==> src/rtl/mem_arbiter.sv <==
// mem_arbiter: shares one single-port memory between an instruction-fetch
// port and a data (load/store) port, one transaction in flight at a time.
// A BUSY transaction that sees no mem_ack for TIMEOUT cycles is aborted
// and completed with bus_err=1.
// Optional feature: define MEM_ARB_RR_EN for round-robin tie breaking;
// without it the data port wins every tie.
module mem_arbiter #(
   parameter int ADDR_W  = 32,
   parameter int DATA_W  = 32,
   parameter int TIMEOUT = 16
) (
   input  logic              clk,
   input  logic              rst_n,
   input  logic              if_req,
   input  logic [ADDR_W-1:0] if_addr,
   output logic [DATA_W-1:0] if_rdata,
   output logic              if_ack,
   input  logic              d_req,
   input  logic              d_we,
   input  logic [ADDR_W-1:0] d_addr,
   input  logic [DATA_W-1:0] d_wdata,
   output logic [DATA_W-1:0] d_rdata,
   output logic              d_ack,
   output logic              bus_err,
   output logic              mem_en,
   output logic              mem_we,
   output logic [ADDR_W-1:0] mem_addr,
   output logic [DATA_W-1:0] mem_wdata,
   input  logic [DATA_W-1:0] mem_rdata,
   input  logic              mem_ack
);

   localparam logic [1:0] IDLE    = 2'd0;
   localparam logic [1:0] BUSY_IF = 2'd1;
   localparam logic [1:0] BUSY_D  = 2'd2;

   // Last BUSY cycle index before the transaction is abandoned.
   localparam logic [7:0] CNT_LAST = 8'(TIMEOUT - 1);

   logic [1:0]        state_q, state_d;
   logic [ADDR_W-1:0] addr_q, addr_d;
   logic              we_q, we_d;
   logic [DATA_W-1:0] wdata_q, wdata_d;
   logic [7:0]        cnt_q, cnt_d;
   logic [DATA_W-1:0] if_rdata_q, if_rdata_d;
   logic [DATA_W-1:0] d_rdata_q, d_rdata_d;
   logic              if_ack_q, if_ack_d;
   logic              d_ack_q, d_ack_d;
   logic              bus_err_q, bus_err_d;
   logic              pick_d;

`ifdef MEM_ARB_RR_EN
   logic last_d_q, last_d_d;

   // Round-robin: on a tie the port not granted last wins; a lone request always wins.
   always_comb begin
      pick_d   = d_req & (~if_req | ~last_d_q);
      last_d_d = last_d_q;
      if ((state_q == IDLE) && (if_req || d_req)) begin
         last_d_d = pick_d;
      end
   end

   // Remember which port was granted most recently; IF after reset so data wins the first tie.
   always_ff @(posedge clk or negedge rst_n) begin
      if (!rst_n) begin
         last_d_q <= 1'b0;
      end else begin
         last_d_q <= last_d_d;
      end
   end
`else
   // Fixed priority: the data port wins whenever it is requesting.
   always_comb begin
      pick_d = d_req;
   end
`endif

   // Grant, completion and timeout decisions for the single outstanding transaction.
   always_comb begin
      state_d    = state_q;
      addr_d     = addr_q;
      we_d       = we_q;
      wdata_d    = wdata_q;
      cnt_d      = cnt_q;
      if_rdata_d = if_rdata_q;
      d_rdata_d  = d_rdata_q;
      if_ack_d   = 1'b0;
      d_ack_d    = 1'b0;
      bus_err_d  = 1'b0;
      case (state_q)
         IDLE: begin
            if (if_req || d_req) begin
               cnt_d = 8'd0;
               if (pick_d) begin
                  state_d = BUSY_D;
                  addr_d  = d_addr;
                  we_d    = d_we;
                  wdata_d = d_wdata;
               end else begin
                  state_d = BUSY_IF;
                  addr_d  = if_addr;
                  we_d    = 1'b0;
                  wdata_d = '0;
               end
            end
         end
         BUSY_IF, BUSY_D: begin
            if (mem_ack) begin
               state_d = IDLE;
               if (state_q == BUSY_IF) begin
                  if_ack_d   = 1'b1;
                  if_rdata_d = mem_rdata;
               end else begin
                  d_ack_d = 1'b1;
                  if (!we_q) begin
                     d_rdata_d = mem_rdata;
                  end
               end
            end else if (cnt_q == CNT_LAST) begin
               state_d   = IDLE;
               bus_err_d = 1'b1;
               if (state_q == BUSY_IF) begin
                  if_ack_d   = 1'b1;
                  if_rdata_d = '0;
               end else begin
                  d_ack_d = 1'b1;
                  // A store never carries read data, so d_rdata is left alone.
                  if (!we_q) begin
                     d_rdata_d = '0;
                  end
               end
            end else begin
               cnt_d = cnt_q + 8'd1;
            end
         end
         default: begin
            state_d = IDLE;
         end
      endcase
   end

   // State and datapath registers; reset abandons any in-flight transaction.
   always_ff @(posedge clk or negedge rst_n) begin
      if (!rst_n) begin
         state_q    <= IDLE;
         addr_q     <= '0;
         we_q       <= 1'b0;
         wdata_q    <= '0;
         cnt_q      <= 8'd0;
         if_rdata_q <= '0;
         d_rdata_q  <= '0;
         if_ack_q   <= 1'b0;
         d_ack_q    <= 1'b0;
         bus_err_q  <= 1'b0;
      end else begin
         state_q    <= state_d;
         addr_q     <= addr_d;
         we_q       <= we_d;
         wdata_q    <= wdata_d;
         cnt_q      <= cnt_d;
         if_rdata_q <= if_rdata_d;
         d_rdata_q  <= d_rdata_d;
         if_ack_q   <= if_ack_d;
         d_ack_q    <= d_ack_d;
         bus_err_q  <= bus_err_d;
      end
   end

   // Memory strobes follow the BUSY states; address and data come from the latched request.
   always_comb begin
      mem_en    = (state_q != IDLE);
      mem_we    = (state_q != IDLE) & we_q;
      mem_addr  = addr_q;
      mem_wdata = wdata_q;
      if_rdata  = if_rdata_q;
      d_rdata   = d_rdata_q;
      if_ack    = if_ack_q;
      d_ack     = d_ack_q;
      bus_err   = bus_err_q;
   end

endmodule

==> config.mk <==
export PLATFORM = sky130hd
export DESIGN_NAME = mem_arbiter
export DESIGN_NICKNAME = d
export VERILOG_FILES = /design/src/rtl/mem_arbiter.sv
export SDC_FILE = /design/constraint.sdc
export NUM_CORES = 1
export LEC_CHECK = 0
export ABC_AREA = 0
export CORE_MARGIN = 3
export CORE_UTILIZATION = 45
export CTS_BUF_LIST = sky130_fd_sc_hd__clkbuf_16
export DETAILED_ROUTE_END_ITERATION = 7
export PLACE_DENSITY_LB_ADDON = 0.2
export SYNTH_ARGS = -nofsm -noshare
export SYNTH_HDL_FRONTEND = slang
export SYNTH_SLANG_ARGS = --single-unit
==> constraint.sdc <==
create_clock -name clk -period 5.45 [get_ports clk]
set_input_delay 1.635 -clock clk [delete_from_list [all_inputs] [get_ports clk]]
set_output_delay 1.635 -clock clk [all_outputs]
set_load 0.005 [all_outputs]
# --- Word level (Yosys, flattened, before mapping) ---
# Cells that the tools add are included.
word_totals:
  ram_bits: 0
  input_bits: 134
  output_inout_bits: 133
  register_bits: 142
  latchBits: 0
  rom_bits: 0
  n_memories: 0
op_classes:
  mul: 0
  order_cmp: 0
  muxes: 33
  shift: 0
  bitwise: 3
  reduce_logical: 11
  eq_ne: 7
  div_mod_pow: 0
  add_sub_neg: 1
op_table:
  columns: ["op", "count"]
  rows:
  - ["2-to-1 mux 32 bit", 12]
  - ["2-to-1 mux 8 bit", 3]
  - ["case mux 8 bit (2 select lines)", 1]
  - ["2-to-1 mux 1 bit", 12]
  - ["adder 8 x 1 -> 8 bit, second input constant", 1]
  - ["== test 8 x 4 -> 1 bit, second input constant", 1]
  - ["2-to-1 mux 2 bit", 4]
  - ["AND reduction 4 bit", 2]
  - ["!= test 2 bit, second input constant", 3]
  - ["nonzero test 2 bit", 3]
  - ["case mux 2 bit (2 select lines)", 1]
  - ["AND reduction 2 bit", 2]
  - ["!= test 3 bit, second input constant", 1]
  - ["AND reduction 3 bit", 1]
  - ["== test 2 x 1 -> 1 bit, second input constant", 1]
  - ["== test 2 bit, second input constant", 1]
  - ["zero test 2 bit", 1]
  - ["NOT 1 bit", 2]
  - ["OR reduction 2 bit", 1]
  - ["AND 1 bit", 1]
  - ["logical OR 1 bit", 1]

# --- Depth between registers and ports, before layout ---
# Gate-level depths: netlist of run 1.
logic_depth:
  depth_word: 5
  ltp_mapped: 9
  depth_no_buf: 6

# --- Least setup slack after synthesis of run 1 ---
# OpenSTA, ideal clock, no wires.
synth_timing:
  path_kind: "input port to flip-flop"
  startpoint: "in mem_ack"
  endpoint: "reg cnt_q[7]"
  setup_ps: 121
  cell_stages: 4
  t_arrival_ps: 2649
  required_time_ps: 5329
  slack_ps: 2680
  n_path_buf: 1
  cell_sequence: "clkbuf_1 -> nor4b_1 -> mux2_2 -> a22o_1"
synth_between:
  elab_chain_len: 2
synth_lines:
  columns: ["item", "line", "text"]
  rows:
  - ["start, declared", "30", "input logic mem_ack"]
  - ["!= test 2 bit (no line)", null, null]
  - ["AND reduction 4 bit (no line)", null, null]
  - ["end signal, assigned", "161", "cnt_q <= cnt_d;"]
  - ["end, declared", "44", "logic [7:0] cnt_q, cnt_d;"]
# Every way passes these cells.
# A chain may end at the register's enable or synchronous reset.

# --- Final worst setup path of run 1 ---
layout_timing:
  startpoint: "in mem_ack"
  endpoint: "reg d_rdata_q[13] (netlist: d_rdata[13])"
layout_between:
  elab_chain_len: 2
layout_lines:
  columns: ["item", "line", "text"]
  rows:
  - ["nonzero test 2 bit (no line)", null, null]
  - ["AND reduction 4 bit (no line)", null, null]
  - ["end signal, assigned", "163", "d_rdata_q <= d_rdata_d;"]
  - ["end, declared", "46", "logic [DATA_W-1:0] d_rdata_q, d_rdata_d;"]
# Several ways; a longest one is shown, not always the timed one.

==> out/metrics.yaml, run 1 <==
power_per_cell_area_nw_per_um2: 567
root_buffer: "sky130_fd_sc_hd__clkbuf_16"
timing.max_cap.violations: 0
die_w_um: 122
clk_transition_reported_paths_ns: 0.06
final_layout_size_suffix_gt1_frac: 0.0974
flow.area_growth_from_synthesis_pct: 54.9
place.port_buffers: 266
max_freq_ghz: 0.283
post-dp-hpwl_mm: 12.2
leakagePower_nw: 4.12
post_drt_wl_per_cell_um: 18.2
synthDistinctLibCells: 36
worstSetupStartpointType: "primary input"
yosysWarningCount: 0
post_cts_hold_buffers: 0
first_iter_violations: 405
design.final.nets: 895
grt_pass1_wl_mm: 27.0
synthesis.area_per_instance_um2: 11.8
post-cts-setup-buffer-count: 0
routabilityCongestion: 0.807
syn_nets: 645
htreeDepth: 4
synth_enable_flop_cells: 0
cts_num_sinks: 142
placement.cell_area_um2: 8700
asyncSetResetFlopFracSynth: 1.00
first_global_vias: 5240
vias: 5063
area.sequential_um2: 3550
run_status: "finished clean"
synthesis.area_um2: 6000
antenna_found_initial: 0
netlist.top_cell.by_area: "sky130_fd_sc_hd__dfrtp_1"
max_slew_margin: 0.164
timing_max_transition_violations_final: 0
cts-resized-gates: 0
dr.pass1.iters: 5
critical_path_peak_fanout: 32
die-area_um2: 14800
worst_ep_required_time_ns: 5.79
yosys.area.top_type_share: 0.592
fillerInstances: 913
tritoncts.num_buffers: 17
dr.max_layer_used: "met4"
boundaryPins: 267
worstMarginPinSlew_ns: 1.25
postRouteAntennaNets: 0
grt-ovfl-total: 0
standard_cell_with_the_maximum_stage_delay_on_the_critical_path: "sky130_fd_sc_hd__and2_1"
dieHeight_um: 122
min-delay-path-class: "flop to flop"
grt_max_degree: 102
placement_rows: 41
via_per_inst: 5.37
setup_viol: 0
worstSkewPairLatency_ns: 0.41
cts_tree: "done"
synth_ff_type: "sky130_fd_sc_hd__dfrtp_1"
ws_path_type: "primary input to flop"
setup_total_negative_slack_ns: 0
antenna_cells: 0
worst_path_largest_cell_delay_ns: 1.06
route.layer.met1.wl_mm: 6.67
finalWorstPathRequiredPeriod_ns: 3.53
core_area_um2: 12800
max-clock-path-buffers: 2
layout_worst_path_cycle_share: 0.648
initial_core_util: 0.468
multi_input_area_um2: 2080
dominant_cell_by_count_in_the_synthesized_netlist: "sky130_fd_sc_hd__dfrtp_1"
route.detailed.drc: 0
netlist_top_cells_count: "142 x sky130_fd_sc_hd__dfrtp_1, 68 x sky130_fd_sc_hd__a22o_1, 41 x sky130_fd_sc_hd__nand2_1"
setup.reg_to_reg.worst_slack_ns: 2.66
hold_viol: 0
ir_drop_v: 0.000248
seq_area_frac_synth: 0.592
timing.critical_path.arrival_ns: 3.87
worstSetupEndpointType: "flop"
final_cell_area_um2: 9300
rsz_0062_raised_after_global_routing: "false"
routed_wire_length_on_met3_mm: 1.57
synth_seq_cells: 142
skew_ns: 0.00548
postSynthCellCount: 508
cp_cell_sequence: "clkdlybuf4s50_1 -> and2_1 -> a22o_1"
grt_usage: 0.236
met2_length_mm: 8.57
synth.area.top_cells: "sky130_fd_sc_hd__dfrtp_1 59%, sky130_fd_sc_hd__a22o_1 9.9%, sky130_fd_sc_hd__mux2i_1 5.5%"
postRouteWirelength_mm: 17.1
[registers in the layout, indices dropped and copies added (netlist names)]
signal	cells
mem_addr	32
we_q	1
d_rdata	32
bus_err	1
if_rdata	32
mem_wdata	32
d_ack	1
cnt_q	8
if_ack	1
state_q	2
[through the flow]
stage | power [W] | cells | utilization | setup WS, ns | hold WS (ns)
2_1_floorplan | 0.00277 | 508 | - | 2.68 | 0.470
3_3_place_gp | 0.00404 | 911 | 0.679 | 1.66 | 0.464
3_5_place_dp | 0.00411 | 911 | 0.679 | 1.53 | 0.469
4_1_cts | 0.00532 | 942 | 0.725 | 1.95 | 0.481
5_1_grt | 0.00558 | 942 | 0.725 | 1.80 | 0.496
6_report | 0.00528 | 942 | 0.725 | 1.92 | 0.479
[cells in the final DEF (no fill, tap or decap), drive strengths merged, types with 2 or more instances in the layout]
cell type	Yosys	routed
and3	2	2
nor3b	2	2
nor2b	3	3
mux2	3	3
nor4	2	2
dfrtp	142	142
clkinv	0	5
a211oi	2	2
nand2	41	41
buf	20	9
nand4	33	33
clkbuf	22	17
clkdlybuf4s50	0	264
clkinvlp	0	4
a31oi	2	2
inv	37	38
bufinv	0	4
ha	3	3
and2	2	2
nand3	2	2
a22o	68	68
nand2b	3	3
mux2i	33	33
o21ai	70	70
nor2	6	6
a21oi	3	3
[kinds of logic after synthesis]
group | share of synthesized area
multiplexers | 0.0606
flip-flops | 0.592
AND/OR/NAND/NOR | 0.0869
adder cells (fa/ha/maj) | 0.00625
buffers and inverters | 0.0625
AO/OA/AOI/OAI | 0.192
[report_power, final]
part | switching, W | internal, W | leakage (nW) | total (W)
registers | 0.000313 | 0.00155 | 1.77 | 0.00187
logic | 0.000930 | 0.00130 | 2.06 | 0.00223
clock network | 0.000421 | 0.000754 | 0.287 | 0.00118
[per-layer routing]
layer  up-vias  global-route usage
met1      2461               0.288
met4         0              0.0847
met3        23              0.0802
met5         -                   0
li1       2321                   -
met2       258               0.392
[cell type report]
class,count,area share
clock inverter,14,0.0190
tap,172,0.0231
clock buffer,17,0.0457
sequential,142,0.382
multi-input combinational,287,0.224
inverter,37,0.0149
timing repair buffer,273,0.291
[worst max-delay path: cells and delay by family]
family          cells  cell delay (ns)
buf+inv             1             0.86
compound gates      1             0.30
simple gates        1             1.06
[final timing paths]
check                              from           end  cells past startpoint
min in group asynchronous         rst_n        if_ack                      1
max in group asynchronous         rst_n   d_rdata[14]                      2
setup / recovery                mem_ack   d_rdata[13]                      3
hold / removal             mem_addr[13]  mem_addr[13]                      2
setup reg to reg             state_q[0]   d_rdata[13]                      7
hold reg to reg            mem_addr[13]  mem_addr[13]                      2
No activity file was read; power rests on OpenSTA's default activity.
==> run 2: changes to the inputs <==
--- a/config.mk
+++ b/config.mk
@@ -7,7 +7,7 @@
 export LEC_CHECK = 0
 export ABC_AREA = 0
 export CORE_MARGIN = 3
-export CORE_UTILIZATION = 45
+export CORE_UTILIZATION = 38
 export CTS_BUF_LIST = sky130_fd_sc_hd__clkbuf_16
 export DETAILED_ROUTE_END_ITERATION = 7
 export PLACE_DENSITY_LB_ADDON = 0.2
==> constraint.sdc (replaced) <==
create_clock -name clk -period 3.2 [get_ports clk]
set_input_delay 0.96 -clock clk [delete_from_list [all_inputs] [get_ports clk]]
set_output_delay 0.96 -clock clk [all_outputs]
set_load 0.005 [all_outputs]
==> run 2 against run 1 <==
- global-route usage shrank 3.1 points
- critical path type is now flop to primary output
- non-clock buffer count grew 1
- sequential share of layout area shrank 0.41 points
- via count shrank 1.4%
==> out/metrics.yaml, run 2 (synthesis gave the netlist of run 1 again) <==
antenna_cells: 0  # unchanged
via_per_inst: 5.09  # -5.4%
fin_worst_hold_slack_ns: 0.477  # -0.00130 ns
layout_commonest_cell: "sky130_fd_sc_hd__clkdlybuf4s50_1"
grt-ovfl-total: 0  # unchanged
post_drt_wl_per_cell_um: 17.9  # -1.5%
intPower_w: 0.00619  # +71%
max-clock-path-buffers: 2  # unchanged
power_per_cell_area_nw_per_um2: 966  # +70%
setup_total_negative_slack_ns: 0  # unchanged
critical_path_peak_fanout: 6  # -81%
seqPwrFrac: 0.348  # -0.006
worstSkewPairLatency_ns: 0.41  # about the same
post-cts-setup-buffer-count: 0  # unchanged
max_freq_ghz: 0.360
flow.area_growth_from_synthesis_pct: 56.6
dieHeight_um: 132  # +8.4%
tritoncts.num_buffers: 17  # unchanged
die_w_um: 132  # +8.4%
antenna_found_initial: 0  # unchanged
ws_path_type: "flop to primary output"
root_buffer: "sky130_fd_sc_hd__clkbuf_16"
route.detailed.drc: 0  # unchanged
min-delay-path-class: "flop to flop"
netSwitchingPower_w: 0.00290  # +74%
finalWorstPathRequiredPeriod_ns: 2.78
timing.critical_path.arrival_ns: 1.82  # -2.05 ns
skew_ns: 0.00970  # +0.00423 ns
boundaryPins: 267  # unchanged
rsz_0062_raised_after_global_routing: "false"
clkPwrFrac: 0.229  # +0.006
worstSetupEndpointType: "primary output"
design.final.nets: 896  # +0.11%
power_share_of_the_combinational_group: 0.423  # about the same
postRouteWirelength_mm: 17.6  # +2.6%
initial_core_util: 0.392  # -0.0761
worstMarginPinSlew_ns: 1.21  # -0.0394 ns
post_cts_hold_buffers: 0  # unchanged
ir_drop_v: 0.000510  # +110%
worst_ep_required_time_ns: 2.24  # -3.55 ns
place.port_buffers: 266  # unchanged
htreeDepth: 4  # unchanged
run_status: "finished clean"
layout_worst_path_cycle_share: 0.868
postRouteAntennaNets: 0  # unchanged
timing_max_transition_violations_final: 0  # unchanged
timing.max_cap.violations: 0  # unchanged
clk_transition_reported_paths_ns: 0.06  # about the same
core_area_um2: 15300  # +19%
dr.pass1.iters: 4  # -1
mostFrequentLayoutCells: "264 x sky130_fd_sc_hd__clkdlybuf4s50_1, 142 x sky130_fd_sc_hd__dfrtp_1, 68 x sky130_fd_sc_hd__a22o_1"
cts-resized-gates: 0  # unchanged
setup_viol: 0  # unchanged
worstSetupStartpointType: "flop"
cts_num_sinks: 142  # unchanged
vias: 4994  # -1.4%
max_slew_margin: 0.191  # +0.0262
post-dp-hpwl_mm: 12.5  # +2.3%
die-area_um2: 17300  # +17%
routabilityCongestion: 0.780  # -3.4%
cts_tree: "done"
leakagePower_nw: 4.14  # +0.59%
utilization: 0.614  # -0.111
first_iter_violations: 205  # -49%
power.share.switching: 0.319  # +0.00353
hold_viol: 0  # unchanged
grt_usage: 0.205  # -0.0314
grt_pass1_wl_mm: 28.5  # +5.5%
final_layout_size_suffix_gt1_frac: 0.101  # +0.00376
first_global_vias: 5183  # -1.1%
grt_max_degree: 143  # +40%
placement_rows: 45  # +9.8%
run 2: cell count changes in the layout (fill, tap and decap cells not counted), sizes merged:
cell      previous run  this run
inv                 38        39
buf                  9        10
clkinvlp             4         3
run 2: worst paths after layout:
path	from	end	slack [ns]	cells past startpoint
setup reg to reg	state_q[0]	d_rdata[30]	0.93	6
min in group asynchronous	rst_n	if_rdata[29]	0.61	2
hold / removal	mem_addr[16]	mem_addr[16]	0.48	2
hold reg to reg	mem_addr[16]	mem_addr[16]	0.48	2
setup / recovery	state_q[0]	mem_en	0.42	4
max in group asynchronous	rst_n	mem_wdata[15]	1.95	2
run 2: cell type report:
class | count | area (um2)
clock buffer | 17 | 425
clock inverter | 14 | 195
fill | 1240 | 5910
inverter | 37 | 139
multi-input combinational | 287 | 2080
sequential | 142 | 3550
tap | 211 | 264
timing repair buffer | 274 | 2740
run 2: routing by layer:
layer  up-vias  part of all wire  wire length, um  global-route usage
met5         -                 0                0                   0
met4         0             0.021              368              0.0729
met3        29             0.085             1500              0.0704
met2       228              0.49             8600               0.336
met1      2422              0.40             7110               0.253
li1       2315                 -                -                   -
run 2: power groups by stage:
| stage | Clock, W | Combinational [W] | Sequential (W) |
|---|---|---|---|
| 2_1_floorplan | 0 | 0.00154 | 0.00317 |
| 5_1_grt | 0.00219 | 0.00419 | 0.00327 |
| 4_1_cts | 0.00211 | 0.00391 | 0.00317 |
| 3_3_place_gp | 0 | 0.00379 | 0.00314 |
| 3_5_place_dp | 0 | 0.00389 | 0.00317 |
| 6_report | 0.00208 | 0.00385 | 0.00316 |
run 2: critical path, cell delays in order (launching register included):
cell and delay, ns:
sky130_fd_sc_hd__dfrtp_1 0.37, sky130_fd_sc_hd__inv_1 0.05, sky130_fd_sc_hd__ha_1 0.29, sky130_fd_sc_hd__inv_1 0.17, sky130_fd_sc_hd__clkdlybuf4s50_1 0.54
run 2: metrics by stage:
stage | area (um2) | setup WS [ns] | cells | total power [W]
after global placement | 8780 | 0.325 | 951 | 0.00693
after CTS | 9400 | 0.376 | 982 | 0.00919
after floorplan | 6000 | 1.10 | 508 | 0.00471
final | 9400 | 0.421 | 982 | 0.00909
after global routing | 9400 | 0.304 | 982 | 0.00964
after detailed placement | 8780 | 0.233 | 951 | 0.00705
==> run 3: changes to the inputs <==
--- a/config.mk
+++ b/config.mk
@@ -11,6 +11,7 @@
 export CTS_BUF_LIST = sky130_fd_sc_hd__clkbuf_16
 export DETAILED_ROUTE_END_ITERATION = 7
 export PLACE_DENSITY_LB_ADDON = 0.2
+export SETUP_SLACK_MARGIN = 0.4
 export SYNTH_ARGS = -nofsm -noshare
 export SYNTH_HDL_FRONTEND = slang
 export SYNTH_SLANG_ARGS = --single-unit
==> run 3 against run 2 <==
- worst setup slack better by 0.10 ns
- global-route usage unchanged
- design area about the same
==> out/metrics.yaml, run 3 (synthesis gave the netlist of run 1 again) <==
placement_rows: 45  # unchanged
cts_tree: "done"
setup_viol: 0  # unchanged
root_buffer: "sky130_fd_sc_hd__clkbuf_16"
tritoncts.num_buffers: 17  # unchanged
finalWorstPathRequiredPeriod_ns: 2.68  # -0.0997 ns
setup_total_negative_slack_ns: 0  # unchanged
antenna_found_initial: 0  # unchanged
post-cts-setup-buffer-count: 0  # unchanged
timing.max_cap.violations: 0  # unchanged
worstMarginPinSlew_ns: 1.22  # +0.00295 ns
post-dp-hpwl_mm: 12.5  # unchanged
postRouteWirelength_mm: 17.6  # about the same
via_per_inst: 5.08  # -0.18%
critical_path_peak_fanout: 6  # unchanged
dr.pass1.iters: 4  # unchanged
post_drt_wl_per_cell_um: 17.9  # about the same
max_freq_ghz: 0.373  # +3.7%
max_slew_margin: 0.189  # -0.00196
flow.area_growth_from_synthesis_pct: 56.7  # about the same
power_per_cell_area_nw_per_um2: 967  # about the same
post_cts_hold_buffers: 0  # unchanged
layout_commonest_cell: "sky130_fd_sc_hd__clkdlybuf4s50_1"
rsz_0062_raised_after_global_routing: "false"
final_cell_area_um2: 9410  # about the same
leakagePower_nw: 4.14  # about the same
die_w_um: 132  # unchanged
ws_path_type: "flop to primary output"
grt-ovfl-total: 0  # unchanged
preCtsSetupSlack_ns: 0.233  # unchanged
clk_transition_reported_paths_ns: 0.06  # about the same
worst_ep_required_time_ns: 2.24  # about the same
postRouteAntennaNets: 0  # unchanged
first_global_vias: 5183  # unchanged
grt_pass1_wl_mm: 28.5  # unchanged
cp-startpoint: "state_q[0]"
min-delay-path-class: "flop to flop"
holdCritStartpoint: "mem_addr[16]"
timing.critical_path.arrival_ns: 1.72  # -0.10 ns
final_total_pwr_w: 0.00909  # about the same
routabilityCongestion: 0.780  # unchanged
ir_drop_v: 0.000510  # about the same
design.final.nets: 896  # unchanged
cts_num_sinks: 142  # unchanged
antenna_cells: 0  # unchanged
run_status: "finished clean"
core_area_um2: 15300  # unchanged
htreeDepth: 4  # unchanged
vias: 4985  # -0.18%
place.port_buffers: 266  # unchanged
initial_core_util: 0.392  # unchanged
dieHeight_um: 132  # unchanged
timing.rr.start: "state_q[0]"
mostFrequentLayoutCells: "264 x sky130_fd_sc_hd__clkdlybuf4s50_1, 142 x sky130_fd_sc_hd__dfrtp_1, 68 x sky130_fd_sc_hd__a22o_1"
postLayoutSetupSlackWorst_ns: 0.521  # +0.0997 ns
boundaryPins: 267  # unchanged
worstSkewPairLatency_ns: 0.41  # about the same
final_layout_size_suffix_gt1_frac: 0.104  # +0.00259
timing_max_transition_violations_final: 0  # unchanged
grt_usage: 0.205  # unchanged
max-clock-path-buffers: 2  # unchanged
first_iter_violations: 206  # +0.49%
worstSetupStartpointType: "flop"
placement.cell_area_um2: 8780  # unchanged
grt_max_degree: 143  # unchanged
skew_ns: 0.00969  # -0.00000985 ns
fin_worst_hold_slack_ns: 0.477  # unchanged
route.detailed.drc: 0  # unchanged
worstSetupEndpointType: "primary output"
hold_viol: 0  # unchanged
die-area_um2: 17300  # unchanged
layout_worst_path_cycle_share: 0.837  # -0.0312
run 3: cell counts in the layout (fill, tap and decap cells not counted):
Identical to the previous run, type by type.
run 3: final timing paths:
path	slack [ns]	depth (start not counted)	to
hold / removal	0.48	2	mem_addr[16]
hold reg to reg	0.48	2	mem_addr[16]
setup reg to reg	0.92	6	d_rdata[30]
min in group asynchronous	0.61	2	if_rdata[29]
setup / recovery	0.52	4	mem_we
max in group asynchronous	1.95	2	mem_wdata[15]
run 3: layout make-up:
class	count	area [um2]
sequential	142	3550
clock inverter	14	195
fill	1239	5910
timing repair buffer	274	2740
clock buffer	17	425
multi-input combinational	287	2090
tap	211	264
inverter	37	139
run 3: timing repair:
item,in CTS,in global routing
resized for setup,1,1
endpoints found under the setup margin,1,2
gates cloned,0,0
run 3: critical path, cell delays in order, from the launching register on:
cell                              delay (ns)
sky130_fd_sc_hd__dfrtp_1                0.37
sky130_fd_sc_hd__inv_1                  0.06
sky130_fd_sc_hd__ha_2                   0.23
sky130_fd_sc_hd__nor2b_1                0.13
sky130_fd_sc_hd__clkdlybuf4s50_1        0.53
run 3: power breakdown:
| part | internal, W | switching (W) |
|---|---|---|
| registers | 0.00265 | 0.000517 |
| clock network | 0.00130 | 0.000774 |
| logic | 0.00224 | 0.00161 |
| total | 0.00619 | 0.00290 |
run 3: per-stage QoR:
stage                     cells  utilization
after floorplan             508            -
after global routing        982        0.614
after detailed placement    951        0.574
after global placement      951        0.574
final                       982        0.614
after CTS                   982        0.614
run 3: layer usage:
layer | track usage | wire length (um) | share of wire
met5 | 0 | 0 | 0
met4 | 0.0729 | 374 | 0.021
met3 | 0.0704 | 1490 | 0.084
met2 | 0.336 | 8590 | 0.49
met1 | 0.253 | 7140 | 0.41
